### config.mk
export PLATFORM = sky130hd
export DESIGN_NAME = crt_regfile
export DESIGN_NICKNAME = d
export VERILOG_FILES = /design/src/rtl/crt_pkg.sv /design/src/rtl/crt_regfile_cell.sv /design/src/rtl/crt_regfile.sv
export SDC_FILE = /design/constraint.sdc
export NUM_CORES = 1
export LEC_CHECK = 0
export BUFFER_PORTS_ARGS = -buffer_cell sky130_fd_sc_hd__buf_2
export CAP_MARGIN = 20
export CORE_MARGIN = 1.5
export CORE_UTILIZATION = 55
export CTS_CLUSTER_SIZE = 25
export DETAILED_ROUTE_END_ITERATION = 16
export PLACE_DENSITY = 0.77
export SLEW_MARGIN = 20
export SYNTH_ARGS = -nofsm -noshare
export SYNTH_HDL_FRONTEND = slang
export SYNTH_SLANG_ARGS = --single-unit
### constraint.sdc
create_clock -name clk -period 2.8 [get_ports clk]
set_input_delay 0 -clock clk [delete_from_list [all_inputs] [get_ports clk]]
set_output_delay 0 -clock clk [all_outputs]
set_load 0.03 [all_outputs]
### src/rtl/crt_pkg.sv
// crt_pkg: shared defaults and CRT register indices for the CRT register file.
// Contents:
//   CRT_WIDTH / CRT_DEPTH  default register width and count
//   crt_reg_e              index of each CRT timing/address register
package crt_pkg;

    localparam int CRT_WIDTH  = 16;
    localparam int CRT_DEPTH  = 16;
    localparam int CRT_ADDR_W = 8;

    typedef enum logic [7:0] {
        CRT_H_TOTAL      = 8'd0,
        CRT_H_DISP_END   = 8'd1,
        CRT_H_SYNC_START = 8'd2,
        CRT_H_SYNC_END   = 8'd3,
        CRT_V_TOTAL      = 8'd4,
        CRT_V_DISP_END   = 8'd5,
        CRT_V_SYNC_START = 8'd6,
        CRT_V_SYNC_END   = 8'd7,
        CRT_START_ADDR   = 8'd8,
        CRT_CURSOR       = 8'd9
    } crt_reg_e;

endpackage

### src/rtl/crt_regfile_cell.sv
// crt_regfile_cell: one shadow/active/pending register.
// Ports:
//   clk, reset_n  clock and async active-low reset
//   wr_en_i       accepted write to this register
//   wdata_i       write data
//   commit_i      frame-boundary strobe: pending shadow moves to active
//   shadow_o      shadow word (read-back value)
//   active_o      active word (drives the display timing)
//   pending_o     shadow written but not yet committed
module crt_regfile_cell
    import crt_pkg::*;
#(
    parameter int               WIDTH     = CRT_WIDTH,
    parameter logic [WIDTH-1:0] RESET_VAL = '0,
    parameter bit               IMMEDIATE = 1'b0
) (
    input  logic             clk,
    input  logic             reset_n,
    input  logic             wr_en_i,
    input  logic [WIDTH-1:0] wdata_i,
    input  logic             commit_i,
    output logic [WIDTH-1:0] shadow_o,
    output logic [WIDTH-1:0] active_o,
    output logic             pending_o
);

    logic [WIDTH-1:0] shadow_q, shadow_d, active_q, active_d;
    logic             pending_q, pending_d;

    // Commit copies the pre-edge shadow, so a same-cycle write lands only in
    // shadow and re-arms pending for the next frame.
    always_comb begin
        shadow_d  = wr_en_i ? wdata_i : shadow_q;
        active_d  = (IMMEDIATE && wr_en_i) ? wdata_i :
                    (commit_i && pending_q) ? shadow_q : active_q;
        pending_d = IMMEDIATE ? 1'b0 : wr_en_i ? 1'b1 : commit_i ? 1'b0 : pending_q;
    end

    always_ff @(posedge clk or negedge reset_n) begin
        if (!reset_n) begin
            shadow_q  <= RESET_VAL;
            active_q  <= RESET_VAL;
            pending_q <= 1'b0;
        end else begin
            shadow_q  <= shadow_d;
            active_q  <= active_d;
            pending_q <= pending_d;
        end
    end

    assign shadow_o  = shadow_q;
    assign active_o  = active_q;
    assign pending_o = pending_q;

endmodule

### src/rtl/crt_regfile.sv
// crt_regfile: double-buffered CRT register file with frame-boundary commit.
// Ports:
//   clk, reset_n   clock and async active-low reset
//   cs, we, addr   bus access select, direction, register index
//   wdata / rdata  write data / registered read data (rvalid qualifies)
//   commit         vsync strobe: pending shadows become active
//   lock           write protect for LOCK_MASK registers
//   value          active words, register i at [i*WIDTH +: WIDTH]
//   pending        per-register uncommitted-write flags
//   err            one-cycle pulse after a rejected write
module crt_regfile
    import crt_pkg::*;
#(
    parameter int                     WIDTH          = CRT_WIDTH,
    parameter int                     DEPTH          = CRT_DEPTH,
    parameter int                     ADDR_W         = CRT_ADDR_W,
    parameter logic [DEPTH*WIDTH-1:0] RESET_VALUES   = '0,
    parameter logic [DEPTH-1:0]       IMMEDIATE_MASK = '0,
    parameter logic [DEPTH-1:0]       LOCK_MASK      = '0
) (
    input  logic                   clk,
    input  logic                   reset_n,
    input  logic                   cs,
    input  logic                   we,
    input  logic [ADDR_W-1:0]      addr,
    input  logic [WIDTH-1:0]       wdata,
    output logic [WIDTH-1:0]       rdata,
    output logic                   rvalid,
    input  logic                   commit,
    input  logic                   lock,
    output logic [DEPTH*WIDTH-1:0] value,
    output logic [DEPTH-1:0]       pending,
    output logic                   err
);

    logic [DEPTH-1:0] wr_sel;
    logic [WIDTH-1:0] shadow [DEPTH];
    logic [WIDTH-1:0] rdata_q, rdata_d, rd_mux;
    logic             rvalid_q, err_q, err_d;

    for (genvar i = 0; i < DEPTH; i++) begin : g_cell
        assign wr_sel[i] = cs && we && (addr == ADDR_W'(i)) && !(lock && LOCK_MASK[i]);
        crt_regfile_cell #(
            .WIDTH    (WIDTH),
            .RESET_VAL(RESET_VALUES[i*WIDTH +: WIDTH]),
            .IMMEDIATE(IMMEDIATE_MASK[i])
        ) u_cell (
            .clk      (clk),
            .reset_n  (reset_n),
            .wr_en_i  (wr_sel[i]),
            .wdata_i  (wdata),
            .commit_i (commit),
            .shadow_o (shadow[i]),
            .active_o (value[i*WIDTH +: WIDTH]),
            .pending_o(pending[i])
        );
    end

    // Out-of-range reads fall through to zero.
    always_comb begin
        rd_mux = '0;
        for (int j = 0; j < DEPTH; j++)
            if (addr == ADDR_W'(j)) rd_mux = shadow[j];
    end

    // A write that selected no cell was out of range or locked.
    always_comb begin
        rdata_d = (cs && !we) ? rd_mux : rdata_q;
        err_d   = cs && we && (wr_sel == '0);
    end

    always_ff @(posedge clk or negedge reset_n) begin
        if (!reset_n) begin
            rdata_q  <= '0;
            rvalid_q <= 1'b0;
            err_q    <= 1'b0;
        end else begin
            rdata_q  <= rdata_d;
            rvalid_q <= cs && !we;
            err_q    <= err_d;
        end
    end

    assign rdata  = rdata_q;
    assign rvalid = rvalid_q;
    assign err    = err_q;

endmodule

Yosys cells after proc, flatten, opt, wreduce, memory -nomap -nowiden
Cells that the tools add are included.
Storage, ports and cells
  word-level logic and storage cells: 153
  input bits: 30
  bits in registers: 546
Cells by class
  reduce and logical (&&, ||, !) cells: 54
  eq/ne operators: 15
  muxes and demuxes: 33
Operator list (count)
  $mux W16: 16
  $eq A8 B4 Y1 const B: 8
  $logic_and A1 B1 Y1: 35
  $eq A8 B3 Y1 const B: 4
  $reduce_bool A2 Y1: 16
  $mux W1: 17
  $eq A8 B2 Y1 const B: 2
  $logic_not A16 Y1: 1
  $eq A8 B1 Y1 const B: 1
  $logic_not A8 Y1: 1
  $logic_not A1 Y1: 1

Depth between registers and ports, before layout
  word-level depth: 17
  depth in mapped cells: 9
  mapped depth without buffers: 6

Cells and area by module
From an unflattened synthesis, not the netlist that was laid out.
Unflattened totals
  cell total of the unflattened synthesis: 1634
  area total of the unflattened synthesis: 24106.9 µm²
By module, submodules not included
  crt_regfile_cell: area an instance 1285.0 µm², cells an instance 71, instances 16
  crt_regfile: area an instance 3547.2 µm², cells an instance 498, instances 1

Worst setup path before layout
Ideal clock, no wire load.
  path kind: input to register
  from: in addr[5]
  to: reg g_cell[14].u_cell.shadow_q[10]
  setup time: 0.125 ns
  stages on the path: 7
  data required time: 2.675 ns
  data arrival time: 1.637 ns
  buffers on the path: 2
  setup slack: 1.039 ns
  cell sequence: or4_1 > buf_6 > nor3_4 > nand2_1 > nor2_4 > buf_6 > mux2_2
On the way
  longest elaborated chain between the ends: 2
RTL lines
  start, declared: RTL line crt_regfile.sv:25  | input logic [ADDR_W-1:0] addr,
  $eq A8 B4 Y1: RTL line crt_regfile.sv:42  | assign wr_sel[i] = cs && we && (addr == ADDR_W'(i)) && !(lock && LOCK_MASK[i]);
  $logic_and A1 B1 Y1: RTL line crt_regfile.sv:42
  end signal, assigned: RTL line crt_regfile_cell.sv:45  | shadow_q <= shadow_d;
  end, declared: RTL line crt_regfile_cell.sv:27  | logic [WIDTH-1:0] shadow_q, shadow_d, active_q, active_d;
No other way between the ends.
A chain may end at the register's enable or synchronous reset.

Worst setup path after layout
  from: in addr[6]
  to: reg rdata_q[7] (netlist: rdata[7])
On the way
  longest elaborated chain between the ends: 17
RTL lines
  $logic_not A8 Y1: RTL line crt_regfile.sv:63  | if (addr == ADDR_W'(j)) rd_mux = shadow[j];
  $mux W16 (15 in series): RTL line crt_regfile.sv:63
  $mux W16 (*): RTL line crt_regfile.sv:63
  end signal, assigned: RTL line crt_regfile.sv:78  | rdata_q <= rdata_d;
  end, declared: RTL line crt_regfile.sv:38  | logic [WIDTH-1:0] rdata_q, rdata_d, rd_mux;
Every way passes the cells marked *; elsewhere a longest branch is shown, timed or not.

==> qor.txt <==
Outcome = finished clean
Placed wire-length estimate = 47600 µm
Syn Inst Count = 1624
Largest cells by area after synthesis = dfrtp_1 (59%), mux2_2 (25%), mux4_2 (1.8%), o21ai_0 (1.4%), a21oi_1 (1.2%)
Depth of the CTS H-tree = 2
First-pass detailed-route iteration total = 6
Hold Path Class = in -> async
Top Family by Delay on Critical Path = buffers and inverters
Register area share after synthesis = 0.592
Max IR drop VDD = 0.000403 V
WP buf/inv = 6
Endpoints failing setup = 0
Vias per cell = 6.08
Crit share post-route = 0.923
Final Wtd Congestion = 0.936
Largest net degree at the start of global routing = 101
Yosys warning count = 0
Startpoint Class = input port
Initial antenna violation count = 1
Clock Tree Root = clkbuf_16
Clock transition at path regs = 0.06 ns
Slew Limit Fails = 0
Synth cell types = 61
Clock network power share = 0.453
Ratio of cells with drive above 1 in the final layout = 0.517
Area share of the largest cell type after synthesis = 0.592
CTS tree = done
Antenna Violating Nets Remaining = 0
Flops & latches, synth = 546
Setup Fix Bufs, Post-CTS = 0
Setup TNS = 0 ns
Vias = 15506
PostCTS Resize Cnt = 0
Clock latency on the worst-skew pair = 0.60 ns
Worst path slowest cell = dlygate4sd3_1
Remaining DRCs = 0
Nets@finish = 2005
WP data arrival = 3.09 ns
R2R cell count = 5
Mapped Nets = 1654
Final WS setup = 0.216 ns
Clock tree buffer depth = 3
Core area = 41100 µm²
Post-layout util = 0.668
Hold_ws = 0.0101 ns
Slew @ Worst Pin = 0.952 ns
Min cycle time layout = 2.58 ns
RSZ-0062 raised after global routing = false
Worst-path cell chain = dlygate4sd3_1, buf_2, nor4_4, dlygate4sd3_1, buf_4, nand2_1, buf_4, nor2_1, buf_4, a22o_1, a211oi_1, o21ai_0
Pint = 12.6 mW
Die Area = 43200 µm²
Gate power share = 0.051
Max-slew headroom = 0.364
CTS buffer count = 54
Die Wd = 208 µm
Vias in the first global route = 15967
Final hold vios = 0
Die Height = 208 µm
Most used cell, CP = buf_4
P per Cell Area = 597 nW/µm²
Design area = 27400 µm²
Max Cap Viol = 0
Port buffer count = 318
Grt ovf = 0
Power, Total = 16.4 mW
Switching power = 3.74 mW
Sw frac = 0.228
FILL cells = 2975
Placed Cells incl. Taps = 2430
Max Clock Skew = 0.0168 ns
Leakage = 14.7 nW
Post-Syn Area = 23100 µm²
Max stage delay on crit path = 0.68 ns
DR iter-0 viols = 1388
Fmax = 387 MHz
Reg2reg setup slack = 0.75 ns
Kind of end point of the critical path = register
RR Startpoint = g_cell[2].u_cell.shadow_o[11]
Starting Density = 0.562
Cts hold-fix bufs = 21
Non-Filler Instances = 2552
Cell with the most instances after synthesis = dfrtp_1
Commonest cells in the netlist = dfrtp_1 (546), mux2_2 (506), nand2_1 (64), o21ai_0 (63), clkbuf_1 (59)
EDFF count, synth = 0
Placed inst area = 25400 µm²
Post-Place Setup Slack = 0.464 ns
Sink Count = 546
Asr flop ratio synth = 1.00
Most used flip-flop cell after synthesis = dfrtp_1
Synth-to-layout area growth = 18.9%
Biggest area consumer among synthesized cells = dfrtp_1
I/O Pins = 320
Avg Inst Size Synth = 14.2 µm²
Worst flop-to-flop path endpoint = rdata[11]
GRT Util Overall = 0.312
CP required = 3.31 ns
Drt total wl = 67100 µm
Sequential share of power = 0.496
CP max FO = 14
First-pass GRT wire length = 101000 µm
Wire per inst = 26.3 µm
Placement Rows = 74
Critical path type = in -> reg
flip-flops by register name (all words and copies together) (netlist names):
| signal | count |
|---|---|
| g_cell.u_cell.active_o | 256 |
| g_cell.u_cell.shadow_o | 256 |
| g_cell.u_cell.pending_o | 16 |
| rdata | 16 |
| err | 1 |
| rvalid | 1 |
metal layers:
| metal | track usage | wire (µm) |
|---|---|---|
| met1 | 0.427 | 27700 |
| met2 | 0.500 | 32300 |
| met3 | 0.0501 | 4580 |
| met4 | 0.130 | 2550 |
| met5 | 0 | 0 |
how the worst max path moves through the flow:
stage / startpoint / to / slack (ns) / depth (start not counted)
after global routing: addr[6] / rdata[7] / 0.14 / 12
after CTS: addr[6] / rdata[7] / 0.30 / 12
after global placement: addr[5] / g_cell[8].u_cell.shadow_o[8] / 0.53 / 5
after floorplan: addr[5] / g_cell[14].u_cell.shadow_o[10] / 1.04 / 7
final: addr[6] / rdata[7] / 0.22 / 12
after detailed placement: addr[5] / g_cell[8].u_cell.shadow_o[7] / 0.46 / 5
logic make-up (layout without fill, tap and decap cells):
kind of cell / count (synthesis) / after routing / synth area share
other: 0 / 1 / 0
AND/OR/NAND/NOR: 171 / 171 / 0.0403
buffers and inverters: 137 / 532 / 0.0293
AO/OA/AOI/OAI: 211 / 211 / 0.0572
multiplexers: 559 / 559 / 0.282
flip-flops: 546 / 546 / 0.592
power by group through the flow:
stage,logic (mW),clock network (mW),registers (mW)
2_1_floorplan,0.352,0,8.26
3_3_place_gp,0.788,0,8.26
3_5_place_dp,0.808,0,8.27
4_1_cts,0.836,7.51,8.13
5_1_grt,0.900,7.82,8.14
6_report,0.835,7.42,8.13
placed cells by master (no fill, tap or decap), types with 5 or more instances in the layout:
cell / instances
o211ai_1: 5
dlygate4sd3_1: 21
mux4_2: 18
a211oi_1: 10
nand3_1: 16
a21o_1: 10
mux2_4: 9
a22oi_1: 7
mux2_2: 506
and3_1: 8
a221oi_1: 8
buf_2: 316
clkbuf_8: 11
a31oi_1: 8
a21oi_1: 54
clkbuf_1: 6
inv_1: 16
o21ai_0: 63
nor3_2: 5
nand2b_1: 8
nor2_1: 32
clkinv_2: 20
buf_4: 68
clkbuf_16: 57
a22o_1: 6
buf_12: 7
dfrtp_1: 546
o22ai_1: 12
nand2_1: 64
mux2i_1: 25
nor3_1: 7
area by class of cell:
cell class                      instances  area [µm²]  share of cell area
Tap cell                              532         666              0.0243
Multi-Input combinational cell        941        8750               0.319
Inverter                               19        71.3             0.00260
Clock buffer                           74        1600              0.0583
Timing Repair Buffer                  413        2460              0.0895
Clock inverter                         26         236             0.00862
Antenna cell                            1        2.50           0.0000912
Sequential cell                       546       13700               0.498
Power figures use the tool's default switching activity.
